--- src/rtl/tx_cp_insert_if.sv ---
// Sample streams around the cyclic-prefix inserter: IFFT samples in, CP-extended bursts out.
interface tx_cp_insert_if #(
  parameter int DW = 12
);
  logic [DW-1:0] di_re;
  logic [DW-1:0] di_im;
  logic          di_vld;
  logic          di_last;
  logic          di_rdy;
  logic [DW-1:0] do_re;
  logic [DW-1:0] do_im;
  logic          do_vld;
  logic          do_sym_start;
  logic          do_last;

  modport master (
    output di_re, di_im, di_vld, di_last,
    input  di_rdy, do_re, do_im, do_vld, do_sym_start, do_last
  );

  modport slave (
    input  di_re, di_im, di_vld, di_last,
    output di_rdy, do_re, do_im, do_vld, do_sym_start, do_last
  );
endinterface

--- src/rtl/tx_cp_insert.sv ---
// Cyclic-prefix inserter: ping-pong buffers IFFT symbols and replays each as CP + body.
module tx_cp_insert #(
  parameter int N_FFT = 64,
  parameter int N_CP  = 16,
  parameter int DW    = 12
) (
  input  logic           clk,
  input  logic           rst,
  tx_cp_insert_if.slave  bus
);

  localparam int AW = $clog2(N_FFT);
  localparam logic [AW-1:0] CP_START = AW'(N_FFT - N_CP);
  localparam logic [AW-1:0] LAST_IDX = AW'(N_FFT - 1);

  typedef enum logic [1:0] {IDLE, CP, BODY} state_t;

  // Both banks share one array; the bank select is the address MSB.
  logic [2*DW-1:0] mem [0:2*N_FFT-1];

  state_t        state, state_nxt;
  logic          rst_q;
  logic          wb, rb, rb_nxt;
  logic [AW-1:0] wc, rc, rc_nxt;
  logic [1:0]    full, full_nxt, last;
  logic          rdy, wr_en, wr_done, rd_en, clr_full;

  assign rdy     = !rst_q && !full[wb];
  assign wr_en   = bus.di_vld && rdy;
  assign wr_done = wr_en && (wc == LAST_IDX);
  assign bus.di_rdy = rdy;

  always_ff @(posedge clk) begin
    if (wr_en) begin
      mem[{wb, wc}] <= {bus.di_re, bus.di_im};
    end
  end

  // A completing write and a finishing read always target different banks.
  always_comb begin
    full_nxt = full;
    if (clr_full) full_nxt[rb] = 1'b0;
    if (wr_done)  full_nxt[wb] = 1'b1;
  end

  always_ff @(posedge clk) begin
    rst_q <= rst;
    if (rst) begin
      wb    <= 1'b0;
      wc    <= '0;
      rb    <= 1'b0;
      rc    <= '0;
      full  <= '0;
      last  <= '0;
      state <= IDLE;
    end else begin
      state <= state_nxt;
      rc    <= rc_nxt;
      rb    <= rb_nxt;
      full  <= full_nxt;
      if (wr_done) begin
        wc       <= '0;
        wb       <= ~wb;
        last[wb] <= bus.di_last;
      end else if (wr_en) begin
        wc <= wc + AW'(1);
      end
    end
  end

  always_comb begin
    state_nxt = state;
    rc_nxt    = rc;
    rb_nxt    = rb;
    rd_en     = 1'b0;
    clr_full  = 1'b0;
    case (state)
      IDLE: begin
        if (full[rb]) begin
          state_nxt = CP;
          rc_nxt    = CP_START;
        end
      end
      CP: begin
        rd_en = 1'b1;
        if (rc == LAST_IDX) begin
          state_nxt = BODY;
          rc_nxt    = '0;
        end else begin
          rc_nxt = rc + AW'(1);
        end
      end
      BODY: begin
        rd_en = 1'b1;
        if (rc == LAST_IDX) begin
          clr_full  = 1'b1;
          rb_nxt    = ~rb;
          rc_nxt    = CP_START;
          state_nxt = full[~rb] ? CP : IDLE;
        end else begin
          rc_nxt = rc + AW'(1);
        end
      end
      default: state_nxt = IDLE;
    endcase
  end

  // Output stage: registered read data, zeroed whenever nothing is being read.
  always_ff @(posedge clk) begin
    if (rst) begin
      bus.do_re        <= '0;
      bus.do_im        <= '0;
      bus.do_vld       <= 1'b0;
      bus.do_sym_start <= 1'b0;
      bus.do_last      <= 1'b0;
    end else begin
      bus.do_vld       <= rd_en;
      bus.do_sym_start <= (state == CP) && (rc == CP_START);
      bus.do_last      <= (state == BODY) && (rc == LAST_IDX) && last[rb];
      if (rd_en) begin
        {bus.do_re, bus.do_im} <= mem[{rb, rc}];
      end else begin
        bus.do_re <= '0;
        bus.do_im <= '0;
      end
    end
  end

endmodule

--- src/flat_wrapper.sv ---
// flat-port wrapper written by rule: the top's interface ports become plain ports
module tx_cp_insert_flat 
#(
  parameter int N_FFT = 64,
  parameter int N_CP  = 16,
  parameter int DW    = 12
)
  (clk, rst, bus_di_re, bus_di_im, bus_di_vld, bus_di_last, bus_di_rdy, bus_do_re, bus_do_im, bus_do_vld, bus_do_sym_start, bus_do_last);
  tx_cp_insert_if #(.DW(DW)) bus_i ();
  input  logic clk;
  input  logic rst;
  input wire logic [$bits(bus_i.di_re)-1:0] bus_di_re;
  input wire logic [$bits(bus_i.di_im)-1:0] bus_di_im;
  input wire logic [$bits(bus_i.di_vld)-1:0] bus_di_vld;
  input wire logic [$bits(bus_i.di_last)-1:0] bus_di_last;
  output wire logic [$bits(bus_i.di_rdy)-1:0] bus_di_rdy;
  output wire logic [$bits(bus_i.do_re)-1:0] bus_do_re;
  output wire logic [$bits(bus_i.do_im)-1:0] bus_do_im;
  output wire logic [$bits(bus_i.do_vld)-1:0] bus_do_vld;
  output wire logic [$bits(bus_i.do_sym_start)-1:0] bus_do_sym_start;
  output wire logic [$bits(bus_i.do_last)-1:0] bus_do_last;
  assign bus_i.di_re = bus_di_re;
  assign bus_i.di_im = bus_di_im;
  assign bus_i.di_vld = bus_di_vld;
  assign bus_i.di_last = bus_di_last;
  assign bus_di_rdy = bus_i.di_rdy;
  assign bus_do_re = bus_i.do_re;
  assign bus_do_im = bus_i.do_im;
  assign bus_do_vld = bus_i.do_vld;
  assign bus_do_sym_start = bus_i.do_sym_start;
  assign bus_do_last = bus_i.do_last;
  tx_cp_insert #(.N_FFT(N_FFT), .N_CP(N_CP), .DW(DW)) u_core (.clk(clk), .rst(rst), .bus(bus_i));
endmodule
--- config.mk ---
export PLATFORM = sky130hd
export DESIGN_NAME = tx_cp_insert_flat
export DESIGN_NICKNAME = d
export VERILOG_FILES = /design/src/rtl/tx_cp_insert_if.sv /design/src/rtl/tx_cp_insert.sv /design/src/flat_wrapper.sv
export SDC_FILE = /design/constraint.sdc
export NUM_CORES = 2
export LEC_CHECK = 0
export CAP_MARGIN = 20
export CORE_ASPECT_RATIO = 1.25
export CORE_MARGIN = 4
export CORE_UTILIZATION = 40
export CTS_CLUSTER_DIAMETER = 50
export DETAILED_ROUTE_END_ITERATION = 10
export DONT_BUFFER_PORTS = 1
export PLACE_DENSITY = 0.61
export SLEW_MARGIN = 30
export SYNTH_ARGS = -nofsm -noshare
export SYNTH_HDL_FRONTEND = slang
export SYNTH_SLANG_ARGS = --single-unit
--- constraint.sdc ---
create_clock -name clk -period 4.75 [get_ports clk]
set_clock_uncertainty 0.05 [all_clocks]
set_input_delay 0.475 -clock clk [delete_from_list [all_inputs] [get_ports clk]]
set_output_delay 0.475 -clock clk [all_outputs]
set_load 0.01 [all_outputs]
==> out/qor.yml <==
core_um2: 298000
yosysWarnings: 0
viasPerCell: 5.86
cellLeakagePower_nw: 41.2
top_layer_used: "met4"
crit_start: "u_core.rc[0]"
die_w_um: 498
layout_min_cycle_time_ns: 4.24
clk-insertion-delay-late_ns: 0.88
period_share_pct: 89.3
grt_max_degree: 129
syn_inst: 5750
hp-start: "bus_di_im[6]"
ys.flop_type: "edfxtp_1"
met1_length_um: 126000
synth-edff-count: 3072
synth_top_area_share_pct: 76.7
vdd_ir_drop_max_mv: 0.293
wl_per_cell_um: 31.8
overflow: 0
cts_tree: "built"
worstMarginPinSlew_ns: 1.10
row_count: 224
worstSetupPathDepth: 7
synth_area_leaders: "edfxtp_1, mux4_2, mux2i_1"
synth.distinct_cells: 64
num_io_pins: 56
fmax_mhz: 236
globalplace.congestion: 0.853
cts.reportedPaths.clkPinSlew_ns: 0.06
die_h_um: 621
cts_buffers: 302
status: "completed"
p_per_area_nw_per_um2: 401
ys_seq_area_share_pct: 77.5
netlist_area_um2: 120000
syn_to_final_growth_pct: 14.5
critPathBufInv: 2
grt_pass1_wl_um: 464000
yosys.area.top_type: "edfxtp_1"
antenna_found_initial: 15
required_ns: 5.41
worstSetupPathType: "register to register"
wl_um: 328000
place_inst: 9730
r2r_slack_ns: 0.51
dr.pass1.iters: 6
fin_tns_setup_ns: 0
rsz0062_at_grt: "false"
drc_errors: 0
slew_viol_final: 0
grt_usage_pct: 20.8
cp-start-kind: "register"
h-tree-depth: 5
worstSetupEndpointType: "register"
max_cap_viol_count: 0
synth.net_count: 5785
clock_sinks: 3120
cts_resized: 0
hpwl_um: 187000
via_count: 60500
drive_above_1_share_pct: 24.6
cpMaxStageDelayCell: "dfxtp_4"
ys_ff_latch: 3120
io_buffers: 0
cpLargestDelayFamily: "compound AO/OA/AOI/OAI gates"
cp_common_cell: "mux4_2"
path_max_fanout: 32
clock_path_buffers: 4
path_cells: "buf_12 > buf_4 > mux4_2 > mux4_2 > a22o_1 > a211oi_1 > nor4_1"
initial_core_util_pct: 40.3
dr_wl_met2_um: 163000
min_path_type: "input port to register"
slew_headroom_pct: 26.6
route.met3.wl_um: 25000
syn_area_per_cell_um2: 20.9
async_flop_share_pct: 0
max_stage_delay_ns: 1.01
endpoint: "u_core.bus.do_re[11]"
layout.nets: 6159
root_buffer: "clkbuf_16"
hold_viol: 0
r2r_cells: 7
grt_pass1_vias: 60100
arrival_ns: 4.90
setup_viol: 0
final_cells: 10300
reg2reg_to: "u_core.bus.do_re[11]"
drt.antenna.violating_nets: 0
drt_iter0_markers: 7488
r2r-start: "u_core.rc[0]"
dieArea_um2: 310000
## registers in the layout, summed over array words and instances (netlist names), 2 cells and up
name	flops
u_core.mem	3072
u_core.bus.do_im	12
u_core.bus.do_re	12
u_core.rc	6
u_core.wc	6
u_core.full	2
u_core.last	2
u_core.state	2
## how the worst min path moves through the flow
stage | endpoint | depth (start not counted)
floorplan | u_core.last[0] | 2
global route | u_core.mem[52][6] | 1
global placement | u_core.state[1] | 2
finish | u_core.mem[54][6] | 1
CTS | u_core.mem[43][15] | 1
detailed placement | u_core.state[1] | 2
## power breakdown
group          switching (mW)  internal, mW
sequential             0.0567          30.3
clock                    10.1          13.4
combinational            1.10         0.270
total                    11.3          44.0
## cell usage in the layout, fill, tap and decap left out, drive strengths merged, types with 38 or more instances in the layout
| cell type | n |
|---|---|
| mux4 | 559 |
| nand2 | 125 |
| nor4 | 47 |
| nand3 | 38 |
| mux2i | 487 |
| clkinv | 122 |
| o21ai | 106 |
| clkbuf | 377 |
| nor2 | 202 |
| a22oi | 164 |
| a221oi | 72 |
| dfxtp | 48 |
| edfxtp | 3072 |
| buf | 386 |
| a21oi | 155 |
| a221o | 45 |
## layout make-up
class                   instances  area [um^2]
well taps                    3955         4950
diodes                          5         12.5
multi-input cells            2283        25600
inverters                      12         50.0
clock inverters               163         1480
clock buffers                 377         8100
fillers                     24600       161000
flip-flops and latches       3120        93200
repair buffers                405         4330
## synth_stat cells, types with 28 or more instances
| cell type | number |
|---|---|
| clkbuf_1 | 149 |
| nand3_1 | 38 |
| mux2i_1 | 487 |
| a22oi_1 | 161 |
| nor4_1 | 38 |
| a221oi_1 | 65 |
| mux4_2 | 555 |
| buf_4 | 43 |
| dfxtp_1 | 48 |
| nand2_1 | 125 |
| a221o_1 | 45 |
| o21ai_0 | 60 |
| buf_2 | 85 |
| o21ai_1 | 46 |
| buf_6 | 28 |
| nor2_1 | 202 |
| nor2b_1 | 29 |
| a31oi_1 | 34 |
| nor3_1 | 32 |
| a21oi_1 | 155 |
| a211oi_1 | 28 |
| edfxtp_1 | 3072 |
## cell families after synthesis
logic type                 Yosys count  synth area share (%)
and+or+nand+nor                    505                  1.94
muxes                             1064                  14.7
AOI/OAI and AO/OA                  700                  4.06
xor gates and xnor gates             7                0.0510
adders and majority gates            7                0.0728
buffers and inverters              347                  1.67
DFF                               3120                  77.5
## layer usage
metal / GRT usage [%] / up-vias
li1: - / 24800
met1: 27.4 / 32200
met2: 34.5 / 2859
met3: 3.39 / 540
met5: 0 / -
met4: 8.25 / 0
## what timing repair did
action                    in CTS  in global routing
hold endpoints to repair    3063                  5
hold buffers                  43                  2
buffers inserted               0                  0
## stage by stage
| stage | power (mW) | hold slack, ns | setup slack (ns) | utilization [%] | instance area (um^2) |
|---|---|---|---|---|---|
| 2_1_floorplan | 31.1 | 0.413 | 1.29 | - | 120000 |
| 3_3_place_gp | 31.7 | 0.420 | 0.182 | 42.6 | 127000 |
| 3_5_place_dp | 31.7 | 0.443 | 0.570 | 42.6 | 127000 |
| 4_1_cts | 55.6 | 0.0136 | 0.543 | 46.1 | 138000 |
| 5_1_grt | 56.8 | 0.00339 | 0.459 | 46.1 | 138000 |
| 6_report | 55.3 | 0.0110 | 0.508 | 46.1 | 138000 |
Power figures use the tool's default switching activity.
